--- config.mk ---
export PLATFORM = sky130hd
export DESIGN_NAME = seq_booth_mult
export DESIGN_NICKNAME = d
export VERILOG_FILES = /design/src/rtl/seq_booth_mult.sv
export SDC_FILE = /design/constraint.sdc
export NUM_CORES = 1
export LEC_CHECK = 0
export CAP_MARGIN = 0
export CORE_ASPECT_RATIO = 1.25
export CORE_UTILIZATION = 45
export CTS_BUF_LIST = sky130_fd_sc_hd__clkbuf_16
export CTS_CLUSTER_SIZE = 40
export DETAILED_ROUTE_END_ITERATION = 16
export HOLD_SLACK_MARGIN = 0.12
export PLACE_DENSITY = 0.68
export SYNTH_ARGS = -nofsm -noshare
export SYNTH_HDL_FRONTEND = slang
export SYNTH_SLANG_ARGS = --single-unit
--- constraint.sdc ---
create_clock -name clk -period 5 [get_ports clk]
set_clock_uncertainty 0.1 [all_clocks]
set_input_delay 1.5 -clock clk [delete_from_list [all_inputs] [get_ports clk]]
set_output_delay 1.5 -clock clk [all_outputs]
set_load 0.02 [all_outputs]
--- src/rtl/seq_booth_mult.sv ---
// Sequential radix-2 Booth multiplier: WIDTH+1 iterations on (WIDTH+1)-bit extended operands,
// signed or unsigned, with start/busy/done handshake and a truncation-overflow flag.
module seq_booth_mult #(
  parameter int WIDTH = 6
) (
  input  logic               clk,
  input  logic               rst_n,
  input  logic               start,
  input  logic               signed_mode,
  input  logic [WIDTH-1:0]   a,
  input  logic [WIDTH-1:0]   b,
  output logic               busy,
  output logic               done,
  output logic [2*WIDTH-1:0] product,
  output logic               ovf
);

  localparam int CNT_W = $clog2(WIDTH + 2);
  localparam int XW    = WIDTH + 1;  // extended operand width
  localparam int AW    = WIDTH + 2;  // one guard bit so add/sub of any extended multiplicand never wraps
  localparam logic [CNT_W-1:0] LAST = CNT_W'(WIDTH);

  typedef enum logic {IDLE, RUN} state_t;

  state_t             state;
  logic [AW-1:0]      mcand;
  logic [AW-1:0]      acc;
  logic [XW-1:0]      q;
  logic               q_m1;
  logic [CNT_W-1:0]   cnt;
  logic               sm_q;

  logic [AW-1:0]      sum;
  logic [AW-1:0]      acc_nxt;
  logic [XW-1:0]      q_nxt;
  logic [2*WIDTH-1:0] prod_nxt;
  logic               ovf_nxt;

  // NOTE: every always_comb output gets a default first so no path leaves it unassigned (no latch).
  always_comb begin
    sum = acc;
    unique case ({q[0], q_m1})
      2'b01:   sum = acc + mcand;
      2'b10:   sum = acc - mcand;
      default: sum = acc;
    endcase
    acc_nxt  = {sum[AW-1], sum[AW-1:1]};
    q_nxt    = {sum[0], q[XW-1:1]};
    prod_nxt = {acc_nxt[WIDTH-2:0], q_nxt};
    ovf_nxt  = sm_q ? (prod_nxt[2*WIDTH-1:WIDTH] != {WIDTH{prod_nxt[WIDTH-1]}})
                    : (prod_nxt[2*WIDTH-1:WIDTH] != '0);
  end

  // NOTE: state registers use non-blocking assignments so every flop samples pre-edge values.
  always_ff @(posedge clk) begin
    if (!rst_n) begin
      state   <= IDLE;
      busy    <= 1'b0;
      done    <= 1'b0;
      product <= '0;
      ovf     <= 1'b0;
      mcand   <= '0;
      acc     <= '0;
      q       <= '0;
      q_m1    <= 1'b0;
      cnt     <= '0;
      sm_q    <= 1'b0;
    end else begin
      done <= 1'b0;
      unique case (state)
        IDLE: begin
          if (start) begin
            mcand <= signed_mode ? {{2{a[WIDTH-1]}}, a} : {2'b00, a};
            q     <= {signed_mode & b[WIDTH-1], b};
            sm_q  <= signed_mode;
            acc   <= '0;
            q_m1  <= 1'b0;
            cnt   <= '0;
            busy  <= 1'b1;
            state <= RUN;
          end
        end
        RUN: begin
          acc  <= acc_nxt;
          q    <= q_nxt;
          q_m1 <= q[0];
          cnt  <= cnt + CNT_W'(1);
          if (cnt == LAST) begin
            product <= prod_nxt;
            ovf     <= ovf_nxt;
            done    <= 1'b1;
            busy    <= 1'b0;
            state   <= IDLE;
          end
        end
        default: state <= IDLE;
      endcase
    end
  end

endmodule

==> results of run 1 <==
## layer usage
metal  track usage (%)  vias up  wire length (µm)
met4              7.17        0                68
met5                 0        -                 0
li1                  -      952                 -
met1              24.8      833              2230
met3              4.35        6               104
met2              33.4       19              2330
## kinds of logic (layout without fill, tap and decap cells)
family / after synthesis / count (layout) / synth area share (%)
buffers and inverters: 30 / 54 / 5.64
AO/OA/AOI/OAI: 65 / 65 / 22.1
XOR/XNOR: 8 / 8 / 3.10
multiplexers: 11 / 11 / 4.92
flip-flops: 42 / 42 / 37.2
adder cells (fa/ha/maj): 12 / 12 / 6.97
AND/OR/NAND/NOR: 86 / 86 / 20.1
## layout by cell type, fill, tap and decap left out, types with 8 or more instances in the layout
| master | instances |
|---|---|
| a21boi_0 | 8 |
| a22o_1 | 11 |
| clkdlybuf4s50_1 | 30 |
| nor2_1 | 14 |
| nor2b_1 | 9 |
| dfxtp_1 | 42 |
| mux2i_1 | 10 |
| nand2_1 | 28 |
| inv_1 | 16 |
| a21oi_1 | 10 |
| ha_1 | 11 |
## worst paths after layout
kind / cells past startpoint / start / endpoint
worst max-delay path: 4 / start / mcand[6]$_SDFFE_PN0P_
worst min register to register: 1 / busy$_SDFFE_PN0P_ / busy$_SDFFE_PN0P_
worst max register to register: 9 / q[0]$_SDFFE_PN0P_ / ovf$_SDFFE_PN0P_
worst min-delay path: 1 / busy$_SDFFE_PN0P_ / busy$_SDFFE_PN0P_
## area by class of cell
| cell class | instances | area [µm²] | area share, % |
|---|---|---|---|
| Multi-Input combinational cell | 182 | 1290 | 47.7 |
| Sequential cell | 42 | 841 | 31.0 |
| Timing Repair Buffer | 31 | 308 | 11.4 |
| Clock buffer | 5 | 125 | 4.61 |
| Tap cell | 60 | 75.1 | 2.77 |
| Inverter | 15 | 56.3 | 2.08 |
| Clock inverter | 3 | 12.5 | 0.461 |
## sequential cells by signal (all words and copies together), names as in the netlist
name / count
sm_q: 1
mcand: 7
done: 1
q_m1: 1
busy: 1
state: 1
ovf: 1
product: 12
acc: 7
q: 7
cnt: 3
## stage by stage
| step | hold WS, ns | std cells |
|---|---|---|
| floorplan | 0.344 | 254 |
| global placement | 0.354 | 330 |
| detailed placement | 0.352 | 330 |
| CTS | 0.366 | 338 |
| global route | 0.394 | 338 |
| finish | 0.361 | 338 |
## worst max-delay path, stage by stage
cell and delay, ns:
clkdlybuf4s50_1 1.00, nor2b_1 0.59, nand3_1 0.13, a21boi_0 0.18
## power groups by stage
stage,registers [mW],clock network (mW),logic (mW)
CTS,0.363,0.313,0.191
detailed placement,0.370,0,0.190
global placement,0.370,0,0.187
global route,0.366,0.326,0.210
floorplan,0.365,0,0.151
finish,0.363,0.306,0.188
## Yosys cell counts, drive strengths merged, types with 2 or more instances
library cell   n  area share (%)
dfxtp         42              37
a31oi          4             1.4
clkbuf         6             1.0
nand2b         3            0.83
nor2          14             2.3
nand2         28             4.6
a22o          11             4.3
o211ai         2            0.66
a31o           2            0.77
xnor2          6             2.3
o21ai          7             1.5
nor4b          2            0.77
nor2b         10             3.1
a211oi         3             1.4
buf            9             2.2
o211a          7             3.1
ha            11             6.1
mux2i         10             4.4
nor3           9             2.4
a21o           2            0.66
nand4          2            0.55
and2           3            0.83
o21a           3             1.0
a21oi         11             2.6
a21boi         8             2.7
nand3          9             2.4
nor3b          5             1.7
inv           15             2.5
xor2           2            0.77
==> summary.md, run 1 <==
| Metric | Value |
|---|---|
| Core area | `0.00480 mm²` |
| CTS tree | `done` |
| Switch share | `28.4%` |
| Post-placement setup slack | `1.40 ns` |
| Asr flop ratio synth | `0%` |
| Final net count | `305` |
| Leakage | `1.11 nW` |
| First-pass GRT wire length | `8050 µm` |
| Pre-antenna DRT Iters | `4` |
| DIE AREA | `0.00532 mm²` |
| Pwr Total | `0.858 mW` |
| Layout fillers | `435` |
| Area growth, synth to finish | `19.9%` |
| ANT cells | `0` |
| Clock sink count | `42` |
| Final hold vios | `0` |
| Placed Instance Area | `0.00257 mm²` |
| Cell-internal power | `0.614 mW` |
| Global route overflow | `0` |
| Vias in the first global route | `1692` |
| Dpl hpwl | `3460 µm` |
| Post-synthesis cell area | `0.00226 mm²` |
| Fin util | `56.5%` |
| Clock transition at path regs | `0.06 ns` |
| Status | `complete, no violations` |
| Largest net degree at the start of global routing | `24` |
| Site row count | `28` |
| Remaining antenna violation count | `0` |
| Initial core utilization | `47.1%` |
| Max Transition Viols Final | `0` |
| Clock buffer depth | `2` |
| DRT Wirelength | `4730 µm` |
| Yosys warnings | `0` |
| Synthesized flop and latch total | `42` |
| Worst EP arrival | `3.40 ns` |
| Post CTS Setup Buffer Count | `0` |
| Wire per inst | `14.0 µm` |
| Ports | `31` |
| Layout cell share with drive strength beyond 1 | `6.47%` |
| Final setup vio count | `0` |
| RD Place Congestion | `0.775` |
| Seq pwr share | `42.3%` |
| FMAX | `0.304 GHz` |
| RSZ-0062 raised after global routing | `false` |
| Root Driver | `clkbuf_16` |
| Worst vdd ir | `0.244 mV` |
| Clock buffer count from CTS | `5` |
| DRT iter0 DRCs | `70` |
| Syn_area_per_cell | `8.91 µm²` |
| Fin crit period | `3.29 ns` |
| Worst-skew pair later-pin latency | `0.28 ns` |
| Number of flops mapped to enable cells by yosys | `0` |
| Main synth FF type | `dfxtp_1` |
| PortBufs | `30` |
| Max FO, Critical Path | `19` |
| Synth cell types | `45` |
| # DRC | `0` |
| Comb pwr share | `22.0%` |
| Fin crit share | `65.8%` |
| Die X | `65.4 µm` |
| Worst setup SP type | `input pin` |
| # H-tree levels | `2` |
| Net Sw Power | `0.244 mW` |
| Class of the worst hold path | `reg -> reg` |
| R2R setup slack | `2.22 ns` |
| WS Path Type | `in -> reg` |
| Final non-filler cell area | `0.00271 mm²` |
| Least-Margin Pin Slew | `0.808 ns` |
| Setup ws final | `1.71 ns` |
| Relative slew slack | `46.0%` |
| Vias | `1810` |
| WP data required | `5.11 ns` |
| Sequential-to-total area share from yosys stat | `37.2%` |
| Pwr Density | `316 mW/mm²` |
| Clock Power Share | `35.7%` |
| Post-Syn Nets | `282` |
| Max-Cap Viols | `0` |
| Via/cell ratio | `5.36` |
| Crit end category | `flip-flop` |
| Die height | `81.3 µm` |
| PostCTS Resize Cnt | `0` |
| Final setup TNS | `0 ns` |
| GRT Total Usage | `19.9%` |
| Post-Syn Instances | `254` |
| Antenna violations before repair | `0` |
| Cts hold-fix bufs | `0` |
(Power assumes the default switching activity.)
==> run 2, diff against run 1 <==
==> constraint.sdc (replaced) <==
create_clock -name clk -period 3.3 [get_ports clk]
set_clock_uncertainty 0.1 [all_clocks]
set_input_delay 0.99 -clock clk [delete_from_list [all_inputs] [get_ports clk]]
set_output_delay 0.99 -clock clk [all_outputs]
set_load 0.02 [all_outputs]
==> summary.md, run 2 (same netlist as run 1, synthesis figures left out) <==
| Metric | Value |
|---|---|
| Status | `complete, no violations` |
| CP max stage cell | `fa_1` |
| Max-Cap Viols | `0 (unchanged)` |
| Least-Margin Pin Slew | `0.623 ns (-0.184 ns)` |
| Clock Power Share | `35.5% (-0.2 points)` |
| Worst vdd ir | `0.266 mV (+9.0%)` |
| Vias | `1840 (+1.7%)` |
| PortBufs | `30 (unchanged)` |
| Final setup vio count | `0 (unchanged)` |
| Most frequent cells in the layout | `42 x dfxtp_1, 30 x clkdlybuf4s50_1, 28 x nand2_1, 16 x inv_1, 14 x nor2_1` |
| Clock transition at path regs | `0.06 ns (about the same)` |
| Worst-path cell chain | `ha_1 -> mux2_2 -> fa_1 -> xor2_1 -> o21ai_0 -> nand4_1 -> nor3_2 -> a211oi_2` |
| DRT Wirelength | `4820 µm (+2.0%)` |
| Wire per inst | `14.2 µm (+1.7%)` |
| # DRC | `0 (unchanged)` |
| RD Place Congestion | `0.785 (+1.3%)` |
| Dpl hpwl | `3490 µm (+1.0%)` |
| Clock buffer depth | `2 (unchanged)` |
| # H-tree levels | `2 (unchanged)` |
| Global route overflow | `0 (unchanged)` |
| Switch share | `28.5% (+0.11 points)` |
| Largest reg by FF count | `product` |
| Core area | `0.00480 mm² (unchanged)` |
| Worst hold path startpoint | `sm_q$_SDFFE_PN0P_` |
| Setup ws final | `0.427 ns (-1.28 ns)` |
| Ports | `31 (unchanged)` |
| Worst EP arrival | `2.94 ns (-0.46 ns)` |
| R2R setup slack | `0.43 ns (-1.79 ns)` |
| Area growth, synth to finish | `20.2%` |
| RSZ-0062 raised after global routing | `false` |
| Post CTS Setup Buffer Count | `0 (unchanged)` |
| Depth of the worst register-to-register path | `8 (-1)` |
| DIE AREA | `0.00532 mm² (unchanged)` |
| Post-placement setup slack | `0.478 ns (-0.926 ns)` |
| Slowest stage delay, CP | `0.47 ns (-0.53 ns)` |
| ANT cells | `0 (unchanged)` |
| Comb pwr share | `22.2% (+0.2 points)` |
| Class of the worst hold path | `reg -> reg` |
| First-pass GRT wire length | `8130 µm (+0.94%)` |
| Cts hold-fix bufs | `0 (unchanged)` |
| Die height | `81.3 µm (unchanged)` |
| Hold endpoint | `sm_q$_SDFFE_PN0P_` |
| GRT Total Usage | `20.0% (+0.11 points)` |
| Relative slew slack | `58.4% (+12 points)` |
| WS Path Type | `reg -> reg` |
| Hold Crit Depth | `2 (+1)` |
| Crit end category | `flip-flop` |
| WP data required | `3.36 ns (-1.75 ns)` |
| Via/cell ratio | `5.43 (+1.4%)` |
| Clock buffer count from CTS | `5 (unchanged)` |
| Most common cell after layout, fill and taps aside | `dfxtp_1` |
| Remaining antenna violation count | `0 (unchanged)` |
| Final setup TNS | `0 ns (unchanged)` |
| Worst-skew pair later-pin latency | `0.28 ns (about the same)` |
| Fin crit share | `87.1%` |
| Final hold vios | `0 (unchanged)` |
| Pwr Density | `479 mW/mm² (+51%)` |
| Max FO, Critical Path | `8 (-11)` |
| Root Driver | `clkbuf_16` |
| Vias in the first global route | `1761 (+4.1%)` |
| Final net count | `306 (+0.33%)` |
| Largest net degree at the start of global routing | `22 (-8.3%)` |
| Flip-flop count of the largest register after layout | `12 (unchanged)` |
| Cell-internal power | `0.931 mW (+52%)` |
| Fin crit period | `2.87 ns` |
| Clock sink count | `42 (unchanged)` |
| CTS tree | `done` |
| R2R Path End | `ovf$_SDFFE_PN0P_` |
| Leakage | `1.12 nW (+0.43%)` |
| Net Sw Power | `0.371 mW (+52%)` |
| Layout cell share with drive strength beyond 1 | `6.81% (+0.34 points)` |
| Die X | `65.4 µm (unchanged)` |
| Seq pwr share | `42.2% (about the same)` |
| DRT iter0 DRCs | `67 (-4.3%)` |
| Max Transition Viols Final | `0 (unchanged)` |
| Pre-antenna DRT Iters | `4 (unchanged)` |
| PostCTS Resize Cnt | `0 (unchanged)` |
| Buf+Inv Stages, Crit Path | `0 (-1)` |
| FMAX | `0.348 GHz` |
| Site row count | `28 (unchanged)` |
| Initial core utilization | `47.1% (unchanged)` |
| Worst setup SP type | `flip-flop` |
| Largest delay share family, worst path | `adder cells` |
| Antenna violations before repair | `0 (unchanged)` |
| Worst R2R Start | `q[0]$_SDFFE_PN0P_` |
run 2: changes by cell type in the layout (fill, tap and decap cells not counted):
cell and delta:
buf_4 +1
run 2: worst max-delay path by stage:
stage | cells after the start | to | slack, ns | start
after floorplan | 9 | ovf$_SDFFE_PN0P_ | 0.72 | q[0]$_SDFFE_PN0P_
after CTS | 9 | ovf$_SDFFE_PN0P_ | 0.44 | q[0]$_SDFFE_PN0P_
final | 8 | ovf$_SDFFE_PN0P_ | 0.43 | q[0]$_SDFFE_PN0P_
after global placement | 9 | ovf$_SDFFE_PN0P_ | 0.45 | q[0]$_SDFFE_PN0P_
after detailed placement | 9 | ovf$_SDFFE_PN0P_ | 0.48 | q[0]$_SDFFE_PN0P_
after global routing | 9 | ovf$_SDFFE_PN0P_ | 0.29 | q[0]$_SDFFE_PN0P_
run 2: per-layer routing:
layer | GRT usage [%] | wire length [µm] | vias to the layer above
met3 | 2.95 | 93 | 7
met2 | 35.3 | 2400 | 19
met4 | 7.17 | 72 | 0
met1 | 24.4 | 2260 | 868
met5 | 0 | 0 | -
li1 | - | - | 946
run 2: final cells by class:
| class | count | area [µm²] |
|---|---|---|
| repair buffers | 32 | 315 |
| inverters | 15 | 56.3 |
| fillers | 445 | 2080 |
| clock buffers | 5 | 125 |
| clock inverters | 3 | 12.5 |
| flip-flops and latches | 42 | 841 |
| well taps | 60 | 75.1 |
| multi-input cells | 182 | 1290 |
run 2: per-stage QoR:
stage	hold WS, ns	cells	area (µm²)	total power [mW]	util [%]
floorplan	0.344	254	2260	0.782	-
global placement	0.367	331	2580	0.846	53.8
detailed placement	0.364	331	2580	0.849	53.8
CTS	0.380	339	2720	1.31	56.6
global route	0.393	339	2720	1.36	56.6
finish	0.375	339	2720	1.30	56.6
run 2: worst min-delay path: stages (launching register included):
cell,delay [ns]
dfxtp_1,0.31
nand2_1,0.05
a21boi_0,0.06
run 2: power groups by stage:
stage	clock network (mW)	registers, mW	logic, mW
final	0.463	0.550	0.289
after CTS	0.469	0.550	0.291
after global placement	0	0.561	0.285
after global routing	0.489	0.553	0.322
after detailed placement	0	0.561	0.288
after floorplan	0	0.553	0.229
